File: src/rtl/dsi_crc_pkg.sv
// Shared CRC-16 constants, FSM state type and the per-byte reflected update.
package dsi_crc_pkg;

    localparam logic [15:0] CRC16_POLY_REFL = 16'h8408;
    localparam logic [15:0] CRC16_INIT      = 16'hFFFF;

    typedef enum logic [1:0] {
        IDLE  = 2'd0,
        ACCUM = 2'd1,
        DONE  = 2'd2
    } crc_state_e;

    // Eight LSB-first steps of the reflected CRC over one byte.
    function automatic logic [15:0] crc16_byte(
        input logic [15:0] acc,
        input logic [7:0]  data,
        input logic [15:0] poly = CRC16_POLY_REFL
    );
        logic [15:0] a;
        logic        fb;
        a = acc;
        for (int i = 0; i < 8; i++) begin
            fb = a[0] ^ data[i];
            a  = (a >> 1) ^ (fb ? poly : 16'h0000);
        end
        return a;
    endfunction

endpackage

File: src/rtl/dsi_crc16_lanes.sv
// Combinational LANES-wide chain of byte updates; only the first nbytes bytes
// (byte 0 first) fold into the accumulator.
module dsi_crc16_lanes
    import dsi_crc_pkg::*;
#(
    parameter int          LANES = 4,
    parameter logic [15:0] POLY  = CRC16_POLY_REFL
) (
    input  logic [15:0]                  acc_in,
    input  logic [8*LANES-1:0]           data,
    input  logic [$clog2(LANES+1)-1:0]   nbytes,
    output logic [15:0]                  acc_out
);

    // Ripple the accumulator through each enabled byte lane in wire order.
    always_comb begin
        acc_out = acc_in;
        for (int k = 0; k < LANES; k++) begin
            if (k < int'(nbytes)) begin
                acc_out = crc16_byte(acc_out, data[8*k +: 8], POLY);
            end
        end
    end

endmodule

File: src/rtl/dsi_crc16_stream.sv
// Per-packet streaming CRC-16 for DSI long-packet payloads with a held,
// back-pressurable result and framing-error reporting.
module dsi_crc16_stream
    import dsi_crc_pkg::*;
#(
    parameter int          LANES = 4,
    parameter logic [15:0] POLY  = CRC16_POLY_REFL,
    parameter logic [15:0] INIT  = CRC16_INIT
) (
    input  logic                         dsi_clk,
    input  logic                         dsi_rst_n,
    input  logic                         s_valid,
    output logic                         s_ready,
    input  logic [8*LANES-1:0]           s_data,
    input  logic                         s_sop,
    input  logic                         s_eop,
    input  logic [$clog2(LANES+1)-1:0]   s_bytes,
    output logic [15:0]                  crc,
    output logic                         crc_valid,
    input  logic                         crc_ready,
    output logic                         proto_err
);

    localparam int                CNT_W     = $clog2(LANES + 1);
    localparam logic [CNT_W-1:0]  LANES_CNT = CNT_W'(LANES);

    crc_state_e        state_q, state_d;
    logic [15:0]       acc_q, acc_d;
    logic [15:0]       crc_q, crc_d;
    logic              crc_valid_q, crc_valid_d;
    logic              proto_err_q, proto_err_d;

    logic              beat;
    logic              bytes_err;
    logic [CNT_W-1:0]  n_eff;
    logic [15:0]       seed;
    logic [15:0]       acc_upd;

    assign s_ready   = (state_q != DONE);
    assign crc       = crc_q;
    assign crc_valid = crc_valid_q;
    assign proto_err = proto_err_q;
    assign beat      = s_valid && s_ready;

    // Effective byte count: full beats except eop, oversize eop counts clamp.
    always_comb begin
        bytes_err = 1'b0;
        n_eff     = LANES_CNT;
        if (s_eop) begin
            if (s_bytes > LANES_CNT) begin
                bytes_err = 1'b1;
            end else begin
                n_eff = s_bytes;
            end
        end
        seed = ((state_q == IDLE) || s_sop) ? INIT : acc_q;
    end

    dsi_crc16_lanes #(
        .LANES (LANES),
        .POLY  (POLY)
    ) u_lanes (
        .acc_in  (seed),
        .data    (s_data),
        .nbytes  (n_eff),
        .acc_out (acc_upd)
    );

    // Next-state, accumulator and result/error register inputs.
    always_comb begin
        state_d     = state_q;
        acc_d       = acc_q;
        crc_d       = crc_q;
        crc_valid_d = crc_valid_q;
        proto_err_d = 1'b0;
        case (state_q)
            IDLE: begin
                if (beat) begin
                    if (s_sop) begin
                        acc_d       = acc_upd;
                        proto_err_d = bytes_err;
                        state_d     = s_eop ? DONE : ACCUM;
                    end else begin
                        proto_err_d = 1'b1;
                    end
                end
            end
            ACCUM: begin
                if (beat) begin
                    acc_d       = acc_upd;
                    proto_err_d = s_sop | bytes_err;
                    if (s_eop) begin
                        state_d = DONE;
                    end
                end
            end
            DONE: begin
                if (crc_ready) begin
                    state_d     = IDLE;
                    acc_d       = INIT;
                    crc_valid_d = 1'b0;
                end
            end
            default: begin
                state_d     = IDLE;
                acc_d       = INIT;
                crc_valid_d = 1'b0;
            end
        endcase
        if (state_d == DONE && state_q != DONE) begin
            crc_d       = acc_upd;
            crc_valid_d = 1'b1;
        end
    end

    // State and datapath registers with asynchronous active-low reset.
    always_ff @(posedge dsi_clk or negedge dsi_rst_n) begin
        if (!dsi_rst_n) begin
            state_q     <= IDLE;
            acc_q       <= INIT;
            crc_q       <= 16'h0000;
            crc_valid_q <= 1'b0;
            proto_err_q <= 1'b0;
        end else begin
            state_q     <= state_d;
            acc_q       <= acc_d;
            crc_q       <= crc_d;
            crc_valid_q <= crc_valid_d;
            proto_err_q <= proto_err_d;
        end
    end

endmodule

File: config.mk
export PLATFORM = sky130hd
export DESIGN_NAME = dsi_crc16_stream
export DESIGN_NICKNAME = d
export VERILOG_FILES = /design/src/rtl/dsi_crc_pkg.sv /design/src/rtl/dsi_crc16_lanes.sv /design/src/rtl/dsi_crc16_stream.sv
export SDC_FILE = /design/constraint.sdc
export NUM_CORES = 1
export LEC_CHECK = 0
export BUFFER_PORTS_ARGS = -buffer_cell sky130_fd_sc_hd__buf_4
export CELL_PAD_IN_SITES_DETAIL_PLACEMENT = 0
export CELL_PAD_IN_SITES_GLOBAL_PLACEMENT = 1
export CORE_ASPECT_RATIO = 0.6
export CORE_MARGIN = 10
export CORE_UTILIZATION = 48
export DETAILED_ROUTE_END_ITERATION = 7
export MAX_ROUTING_LAYER = met4
export PLACE_DENSITY_LB_ADDON = 0.1
export SYNTH_ARGS = -nofsm -noshare
export SYNTH_HDL_FRONTEND = slang
export SYNTH_SLANG_ARGS = --single-unit
export TNS_END_PERCENT = 50
File: constraint.sdc
create_clock -name dsi_clk -period 10.95 [get_ports dsi_clk]
set_input_delay 0.5475 -clock dsi_clk [delete_from_list [all_inputs] [get_ports dsi_clk]]
set_output_delay 0.5475 -clock dsi_clk [all_outputs]
set_load 0.03 [all_outputs]
# After elaboration in Yosys (flattened, before gate mapping)

Cells that the tools add are included.
W data, S select, Z words.

$lt $le $gt $ge: 5
Equal/unequal tests: 10
Mux-type cells: 60
Bitwise operators: 65
Reduce and logical (&&, ||, !) cells: 7

Operators by type and width:

| cell                 | count |
|---|---|
| $mux W16             | 41 |
| $xor A15 B16 Y16     | 32 |
| $pmux W16 S3         | 1 |
| $xor A1 B1 Y1        | 32 |
| $mux W2              | 6 |
| $ne A2 B2 Y1 const B | 5 |
| $mux W1              | 7 |
| $lt A1 B3 Y1 const A | 2 |
| $lt A2 B3 Y1 const A | 2 |
| $mux W3              | 2 |
| $pmux W2 S3          | 1 |
| $eq A2 B2 Y1 const B | 2 |
| $pmux W1 S2          | 2 |
| $reduce_and A4 Y1    | 1 |
| $gt A3 B3 Y1 const B | 1 |
| $ne A3 B3 Y1 const B | 1 |
| $eq A2 B1 Y1 const B | 1 |
| $logic_and A1 B1 Y1  | 2 |
| $logic_not A2 Y1     | 1 |
| $ne A2 B1 Y1 const B | 1 |
| $reduce_and A2 Y1    | 1 |
| $reduce_or A2 Y1     | 1 |
| $logic_or A1 B1 Y1   | 1 |
| $or A1 B1 Y1         | 1 |

Bits in registers: 36
Bits of input ports: 41
Output and inout port bits: 19

# Longest topological paths before layout

Gate-level depths: netlist of the first run.

Word-level depth: 106
Gate-level depth with buffers: 18

# Hierarchy

From an unflattened synthesis of the first run, not the netlist that was laid out.

Cell total of the unflattened synthesis: 380
Area total of the unflattened synthesis: 3844.9 µm²

Modules (own cells, without submodules):

| module           | times used | cells each | area each (µm²) |
|---|---|---|---|
| dsi_crc16_lanes  | 1          | 269        | 2289.7 |
| dsi_crc16_stream | 1          | 111        | 1555.2 |

# Worst setup path before layout of the first run

OpenSTA, ideal clock, no wires.

Path type: input to register
From: input s_data[0]
To: register crc_q[9] (netlist: crc[9])
Arrival time: 4.153 ns
Data required time: 10.825 ns
Slack: 6.672 ns
Cell stages on the path: 14
Buffers on the path: 0
Cell sequence: xor3_1 -> and3_1 -> or3_4 -> a21oi_2 -> xnor3_1 -> xnor2_2 -> mux2i_1 -> mux2_2 -> nor3_1 -> xor2_1 -> xnor2_1 -> xor2_1 -> a21oi_1 -> mux2_2

Word-level cells in the longest chain between the ends: 46

Ends and longest elaborated chain:

| element                                           | line                                 | text |
|---|---|---|
| from (decl)                                       | dsi_crc16_stream.sv:14               | `input logic [8*LANES-1:0] s_data,` |
| $xor A1 B1 Y1 *                                   | dsi_crc_pkg.sv:23                    | `fb = a[0] ^ data[i];` |
| $mux W16 *                                        | dsi_crc_pkg.sv:24                    | `a = (a >> 1) ^ (fb ? poly : 16'h0000);` |
| $xor A15 B16 Y16 * (4 in series)                  | dsi_crc_pkg.sv:24                    |  |
| $xor A1 B1 Y1 or $xor A15 B16 Y16 (tied branches) | dsi_crc_pkg.sv:23, dsi_crc_pkg.sv:24 |  |
| $mux W16 or $xor A15 B16 Y16 (tied branches)      | dsi_crc_pkg.sv:24                    |  |
| $xor A15 B16 Y16 * (4 in series)                  | dsi_crc_pkg.sv:24                    |  |
| $mux W16 *                                        | dsi_crc16_lanes.sv:19                | `if (k < int'(nbytes)) begin` |
| $xor A1 B1 Y1 or $xor A15 B16 Y16 (tied branches) | dsi_crc_pkg.sv:23, dsi_crc_pkg.sv:24 |  |
| [20 not listed]                                   | -                                    |  |
| $mux W16 *                                        | dsi_crc16_lanes.sv:19                |  |
| $xor A15 B16 Y16 or $xor A1 B1 Y1 (tied branches) | dsi_crc_pkg.sv:24, dsi_crc_pkg.sv:23 |  |
| $xor A15 B16 Y16 or $mux W16 (tied branches)      | dsi_crc_pkg.sv:24                    |  |
| $xor A15 B16 Y16 (4 in series)                    | dsi_crc_pkg.sv:24                    |  |
| $xor A1 B1 Y1                                     | dsi_crc_pkg.sv:23                    |  |
| $mux W16                                          | dsi_crc_pkg.sv:24                    |  |
| $xor A15 B16 Y16 (2 in series)                    | dsi_crc_pkg.sv:24                    |  |
| $mux W16 *                                        | dsi_crc16_lanes.sv:19                |  |
| to (signal assigned)                              | dsi_crc16_stream.sv:127              | `crc_q <= crc_d;` |
| to (decl)                                         | dsi_crc16_stream.sv:29               | `logic [15:0] crc_q, crc_d;` |

Every way passes the cells marked *; elsewhere a longest branch is shown, timed or not.
A chain may end at the register's enable or synchronous reset.

# Final worst setup path of the first run

From: input s_sop
To: register crc_q[3] (netlist: crc[3])

Word-level cells in the longest chain between the ends: 54

Ends and longest elaborated chain:

| element                        | line                   | text |
|---|---|---|
| from (decl)                    | dsi_crc16_stream.sv:15 | `input logic s_sop,` |
| $logic_or A1 B1 Y1             | dsi_crc16_stream.sv:56 | `seed = ((state_q == IDLE) \|\| s_sop) ? INIT : acc_q;` |
| $mux W16                       | dsi_crc16_stream.sv:56 |  |
| $xor A15 B16 Y16 (3 in series) | dsi_crc_pkg.sv:24      |  |
| $xor A1 B1 Y1                  | dsi_crc_pkg.sv:23      |  |
| $mux W16                       | dsi_crc_pkg.sv:24      |  |
| $xor A15 B16 Y16 (4 in series) | dsi_crc_pkg.sv:24      |  |
| $xor A1 B1 Y1                  | dsi_crc_pkg.sv:23      |  |
| $mux W16                       | dsi_crc_pkg.sv:24      |  |
| [28 not listed]                | -                      |  |
| $xor A15 B16 Y16 (3 in series) | dsi_crc_pkg.sv:24      |  |
| $xor A1 B1 Y1                  | dsi_crc_pkg.sv:23      |  |
| $mux W16                       | dsi_crc_pkg.sv:24      |  |
| $xor A15 B16 Y16 (4 in series) | dsi_crc_pkg.sv:24      |  |
| $xor A1 B1 Y1                  | dsi_crc_pkg.sv:23      |  |
| $mux W16                       | dsi_crc_pkg.sv:24      |  |
| $xor A15 B16 Y16               | dsi_crc_pkg.sv:24      |  |
| $mux W16                       | dsi_crc16_lanes.sv:19  |  |

Several ways; a longest one is shown, not always the timed one.

==> summary.txt, run 1 <==
Finish
  – Fillers: 867
  – # nets final: 615
  – Commonest non-fill, non-tap cell in the layout: buf_4
  – Layout cells sized above 1: 21.6%
  – Layout Cells excl Fill: 691
  – P&R area growth vs syn: 14.5%
  – Multi-input logic area: 3380 um^2
  – Final instance area: 5110 um^2
  – Seq. cell area: 921 um^2
  – Antenna Cells: 0
  – Most frequent cells in the layout: buf_4 (66), xnor2_1 (56), nor2_1 (54)
  – Util after Layout: 56.0%

STA
  – Fin Clk Skew: 0.00536 ns
  – Final Hold Viols: 0
  – Post-route minimum period: 5.12 ns
  – F_max: 195 MHz
  – Final worst path period share: 46.8%
  – Slew headroom: 37.4%
  – Unrepaired setup endpoints after global routing: no
  – Max Slew Vio Count: 0
  – Least-Margin Pin Slew: 0.936 ns
  – Final Setup Violations: 0
  – Setup TNS: 0 ns

GRT
  – Global routing's busiest layer: met1
  – Total global-route track usage: 21.9%
  – Vias in the first global route: 3962
  – GRT met1 Usage: 31.7%
  – GR Util met3: 5.96%
  – Initial antenna violation count: 0
  – GR Overflow Total: 0
  – Largest net degree at the start of global routing: 37
  – First-pass GRT wire length: 22.6 mm
  – Grt met2 use: 30.2%

Pwr
  – Worst VDD drop: 225 uV
  – Post-route total power: 2.09 mW
  – Static Leak: 2.14 nW
  – Pwr per Cell Area: 408 nW/um^2

Floorplan
  – Die Y: 94.7 um
  – Row count: 27
  – # IOs: 60
  – Core Box Area: 9120 um^2
  – Die X: 145 um
  – Area of the die: 13700 um^2
  – Starting Density: 48.9%

Setup path
  – Critical path class: primary input to flip-flop
  – Crit path buf inv count: 2
  – CP required: 11.11 ns
  – R2R Setup Slk: 5.83 ns
  – Worst path most repeated cell: buf_4
  – R2R depth: 15
  – RR Endpoint: crc[3]
  – Largest fanout on the critical path: 31
  – CP delay by family, top: compound AO/OA/AOI/OAI gates
  – RR Startpoint: state_q[1]
  – Critical Path AT: 5.29 ns
  – CP Launch Type: primary input
  – CP Capture Type: flip-flop
  – Worst-path cell chain: buf_4, o21bai_2, buf_4, o21ai_0, and4_4, o31ai_1, a21boi_0, nor2_1, a2111oi_1, nand4_1, mux2i_4, xnor2_2, xor3_1, xnor2_1, a21oi_1, mux2_2
  – Slowest cell on the critical path: a2111oi_1
  – Crit path largest cell delay: 0.65 ns

CTS
  – Cts hold-fix bufs: 0
  – CTS buffer count: 5
  – CTS max path bufs: 2
  – Sink Count: 36
  – CTS Root Buffer Type: clkbuf_16
  – Worst skew pair latency: 0.28 ns
  – PostCTS Resize Cnt: 0
  – Postcts setup bufs: 0
  – CTS tree: yes
  – H-tree lvl count: 2
  – Clk slew on worst S/H paths: 0.06 ns

Route
  – Via-to-Cell Ratio: 6.17
  – Routed WL per cell: 21.2 um
  – Final WL: 14.7 mm
  – TritonRoute pass-1 iters: 5
  – Initial DRC count: 327
  – Residual DRC count: 0
  – Vias: 4266
  – Remaining antenna violation count: 0

Logic synthesis
  – Most used DFF post-synth: dfrtp_1
  – Synth Net Count: 575
  – Synth Register Bits: 36
  – Synth Cell Area: 4460 um^2
  – Ys async rst share: 100%
  – Seq/Total Area, Yosys: 20.6%
  – Number of synthesized flops with an enable pin: 0
  – Yosys cell types: 74
  – Syn_area_per_cell: 8.36 um^2
  – YS warnings: 0
  – Synth Instances: 534

Place
  – Gp weighted congestion: 0.937
  – Placed inst area: 4960 um^2
  – PortBufs: 59
  – Detailed Place HPWL: 11.6 mm
  – Placed cells: 683

Flow run
  – Max-Cap Viols: 0

Hold path
  – Min-Delay Path Class: primary input to async pin

Status
  – Status: finished, final reports clean
[worst register-to-register path, cell delays in order (launching register included)]
cell and delay, ns:
dfrtp_1 0.47, o21bai_2 0.10, buf_4 0.24, o21ai_0 0.49, and4_4 0.31, o31ai_1 0.08
a21boi_0 0.63, nor2_1 0.16, a2111oi_1 0.65, nand4_1 0.25, mux2i_4 0.29, xnor2_2 0.21
xor3_1 0.48, xnor2_1 0.20, a21oi_1 0.12, mux2_2 0.32
[logic make-up after synthesis]
| kind of cell | synth area share (%) |
|---|---|
| buffers and inverters | 3.64 |
| AND/OR/NAND/NOR | 21.5 |
| multiplexers | 6.64 |
| flip-flops | 20.6 |
| AO/OA/AOI/OAI | 22.3 |
| XOR/XNOR | 25.3 |
[worst max path at each step]
stage / from / endpoint / cells after the start
2_1_floorplan: s_data[0] / crc[9] / 14
3_3_place_gp: s_bytes[2] / crc[3] / 14
3_5_place_dp: s_bytes[2] / crc[3] / 14
4_1_cts: s_sop / crc[3] / 16
5_1_grt: state_q[1] / crc[3] / 15
6_report: s_sop / crc[3] / 16
[sequential cells by signal, indices dropped and copies added (netlist names)]
name       cells
acc_q         16
state_q        2
proto_err      1
crc           16
crc_valid      1
[per-layer routing]
layer  routed length [um]  vias up
met2                 6000      186
met1                 7330     2046
met4                   89        0
li1                     -     2021
met3                 1250       13
met5                    0        -
[final cells by class]
| cell class | count | share of cell area (%) |
|---|---|---|
| inverter | 4 | 0.294 |
| sequential | 36 | 18.0 |
| clock inverter | 2 | 0.269 |
| timing repair buffer | 66 | 9.70 |
| tap | 116 | 2.84 |
| multi-input combinational | 461 | 66.2 |
| clock buffer | 6 | 2.72 |
[per-stage QoR]
stage / hold slack (ns) / worst slack, ns
after floorplan: 0.252 / 6.67
after global placement: 0.463 / 5.73
after detailed placement: 0.477 / 5.59
after CTS: 0.229 / 5.87
after global routing: 0.241 / 5.56
final: 0.213 / 5.83
[synth_stat cells (9+ instances only)]
library cell / count / area share (%)
dfstp_2: 16 / 9.4
o211ai_1: 10 / 1.7
o21ai_0: 35 / 3.9
nand2_1: 41 / 3.4
mux2_2: 9 / 2.3
mux2i_1: 15 / 3.4
clkbuf_1: 22 / 1.8
a21oi_1: 28 / 3.1
o21ai_1: 11 / 1.2
nand3_1: 13 / 1.5
xor2_1: 29 / 5.7
xnor2_1: 56 / 11
xnor3_1: 11 / 5.5
nor3_1: 16 / 1.8
dfrtp_1: 20 / 11
or3_1: 9 / 1.3
nor2_1: 54 / 4.5
[power by group]
| group | switching, mW | internal (mW) | leakage (nW) | total [mW] |
|---|---|---|---|---|
| Sequential | 0.0789 | 0.219 | 0.416 | 0.298 |
| Clock | 0.0559 | 0.0909 | 0.0772 | 0.147 |
| Combinational | 0.943 | 0.699 | 1.65 | 1.64 |
(Power assumes the default switching activity.)
==> inputs of run 2 (changes only) <==
Settings changed: CORE_UTILIZATION 48 to 40.
Clock period 10.95 ns to 4.3 ns, I/O delays scaled along.
==> run 2 against run 1 <==
  * Total power grew to 3.4 times the previous value
  * Wire length grew 14%
  * First-iteration DRC count grew 7.3%
  * Global-route usage shrank 0.60 points
  * Count of clock-buffer cells in the layout grew 2
  * Combinational power grew to 3.6 times the previous value
  * Critical path type is now flip-flop to flip-flop
==> summary.txt, run 2 (synthesis results as in run 1) <==
Pwr
  – Pwr per Cell Area: 1120 nW/um^2 (+170%)
  – Post-route total power: 7.04 mW (+240%)
  – Static Leak: 2.75 nW (+28%)
  – Worst VDD drop: 1340 uV (+490%)

GRT
  – First-pass GRT wire length: 25.6 mm (+14%)
  – Vias in the first global route: 4586 (+16%)
  – Total global-route track usage: 21.3% (-0.60 points)
  – Initial antenna violation count: 0 (unchanged)
  – Largest net degree at the start of global routing: 37 (unchanged)
  – GR Overflow Total: 0 (unchanged)

CTS
  – CTS buffer count: 5 (unchanged)
  – CTS Root Buffer Type: clkbuf_16
  – CTS max path bufs: 2 (unchanged)
  – Clk slew on worst S/H paths: 0.05 ns (about the same)
  – CTS tree: yes
  – Worst skew pair latency: 0.28 ns (about the same)
  – H-tree lvl count: 2 (unchanged)
  – Sink Count: 36 (unchanged)

Setup path
  – Largest fanout on the critical path: 15 (-52%)
  – R2R Setup Slk: 0.10 ns (-5.73 ns)
  – Crit path from: state_q[1]
  – RR Startpoint: state_q[1]
  – RR Endpoint: crc[3]
  – Critical path class: flip-flop to flip-flop
  – CP required: 4.46 ns (-6.65 ns)
  – R2R depth: 18 (+3)
  – CP Capture Point: crc[3]
  – Critical Path AT: 4.36 ns (-0.93 ns)
  – CP Capture Type: flip-flop
  – CP Launch Type: flip-flop

Finish
  – Commonest non-fill, non-tap cell in the layout: buf_4
  – Most frequent cells in the layout: buf_4 (176), nor2_1 (54), xnor2_1 (49)
  – # nets final: 728 (+18%)
  – Layout cells sized above 1: 40.4% (+19 points)
  – Fillers: 943 (+8.8%)
  – P&R area growth vs syn: 41.4%
  – Antenna Cells: 0 (unchanged)

STA
  – F_max: 238 MHz
  – Unrepaired setup endpoints after global routing: yes
  – Slew headroom: 38.7% (+1.3 points)
  – Final worst path period share: 97.6%
  – Least-Margin Pin Slew: 0.917 ns (-0.0189 ns)
  – Max Slew Vio Count: 0 (unchanged)
  – Final Hold Viols: 0 (unchanged)
  – Post-route minimum period: 4.20 ns
  – Fin Clk Skew: 0.00520 ns (-0.000160 ns)
  – Hold slack: 0.133 ns (-0.0801 ns)
  – Final Setup Violations: 0 (unchanged)

Route
  – Final WL: 16.7 mm (+14%)
  – Vias: 4689 (+9.9%)
  – TritonRoute pass-1 iters: 5 (unchanged)
  – Via-to-Cell Ratio: 5.67 (-8.2%)
  – Initial DRC count: 351 (+7.3%)
  – Residual DRC count: 0 (unchanged)
  – Remaining antenna violation count: 0 (unchanged)
  – Routed WL per cell: 20.2 um (-4.8%)

Place
  – Gp weighted congestion: 0.968 (+3.3%)
  – Detailed Place HPWL: 13.5 mm (+16%)
  – PortBufs: 59 (unchanged)

Floorplan
  – Row count: 29 (+7.4%)
  – Core Box Area: 10700 um^2 (+18%)
  – # IOs: 60 (unchanged)
  – Starting Density: 41.6% (-7.4 points)
  – Die X: 156 um (+8.2%)
  – Die Y: 102 um (+7.5%)
  – Area of the die: 15900 um^2 (+16%)

Flow run
  – Max-Cap Viols: 0 (unchanged)

Status
  – Status: finished, final reports clean

Hold path
  – Min-Delay Path Class: primary input to flip-flop
## run 2: cell types whose count changed in the layout (fill, tap and decap cells not counted), moves of 5 or more
cell / delta
a21oi_1: -6
a21oi_2: +6
buf_4: +110
xnor2_1: -7
xnor2_2: +5
xor2_1: -8
xor2_2: +6
## run 2: metrics by stage
stage,utilization (%),std cells,setup slack (ns),setup TNS [ns],area (um^2)
floorplan,-,534,0.163,0,4460
global placement,53.5,806,-0.117,-0.169,5750
detailed placement,53.5,806,-0.185,-0.519,5750
CTS,55.2,816,0.00580,0,5930
global route,58.8,827,-0.0495,-0.237,6310
finish,58.8,827,0.102,0,6310
## run 2: metal layers
layer	vias to the layer above	track usage, %	share of wire, %
met5	-	-	0
met4	0	2.67	1.2
met3	16	5.87	8.7
met2	177	30.0	41
met1	2259	30.1	49
li1	2237	-	-
## run 2: final cells by class
| class | instances | area [um^2] | share of cell area [%] |
|---|---|---|---|
| Sequential cell | 36 | 921 | 14.6 |
| Clock buffer | 8 | 146 | 2.32 |
| Inverter | 4 | 15.0 | 0.238 |
| Tap cell | 139 | 174 | 2.76 |
| Multi-Input combinational cell | 461 | 3690 | 58.5 |
| Timing Repair Buffer | 179 | 1360 | 21.6 |
## run 2: timing repair
item / 4_1_cts / 5_1_grt
endpoints found under the setup margin: 5 / 29
pin swaps: 3 / 16
buffers inserted: 1 / 11
endpoints found under the hold margin: 20 / 0
resized for setup: 3 / 56
hold buffers: 1 / 0
## run 2: where the power goes
part / leakage, nW / switching (mW) / internal [mW]
clock: 0.0712 / 0.137 / 0.231
sequential: 0.416 / 0.148 / 0.556
combinational: 2.26 / 2.98 / 2.99
## run 2: how the worst min path moves through the flow
stage	startpoint	end	slack (ns)	depth (start not counted)
4_1_cts	s_valid	state_q[0]	0.13	2
6_report	s_valid	state_q[0]	0.13	2
2_1_floorplan	dsi_rst_n	crc[0]	-0.08	0
5_1_grt	s_valid	state_q[0]	0.14	2
3_5_place_dp	dsi_rst_n	crc[13]	0.20	1
3_3_place_gp	dsi_rst_n	crc[13]	0.20	1
## run 2: worst max-delay path, stage by stage (launching register included)
cell	delay, ns
dfrtp_1	0.39
o21bai_2	0.11
buf_12	0.16
or3_4	0.38
and4_4	0.21
o31a_1	0.29
buf_4	0.16
nor3_2	0.21
buf_4	0.19
o21ai_0	0.11
mux2_2	0.33
nand4_1	0.10
or3b_4	0.42
xnor2_4	0.22
buf_4	0.15
xnor2_1	0.12
xnor2_1	0.13
a21oi_1	0.11
mux2_2	0.28
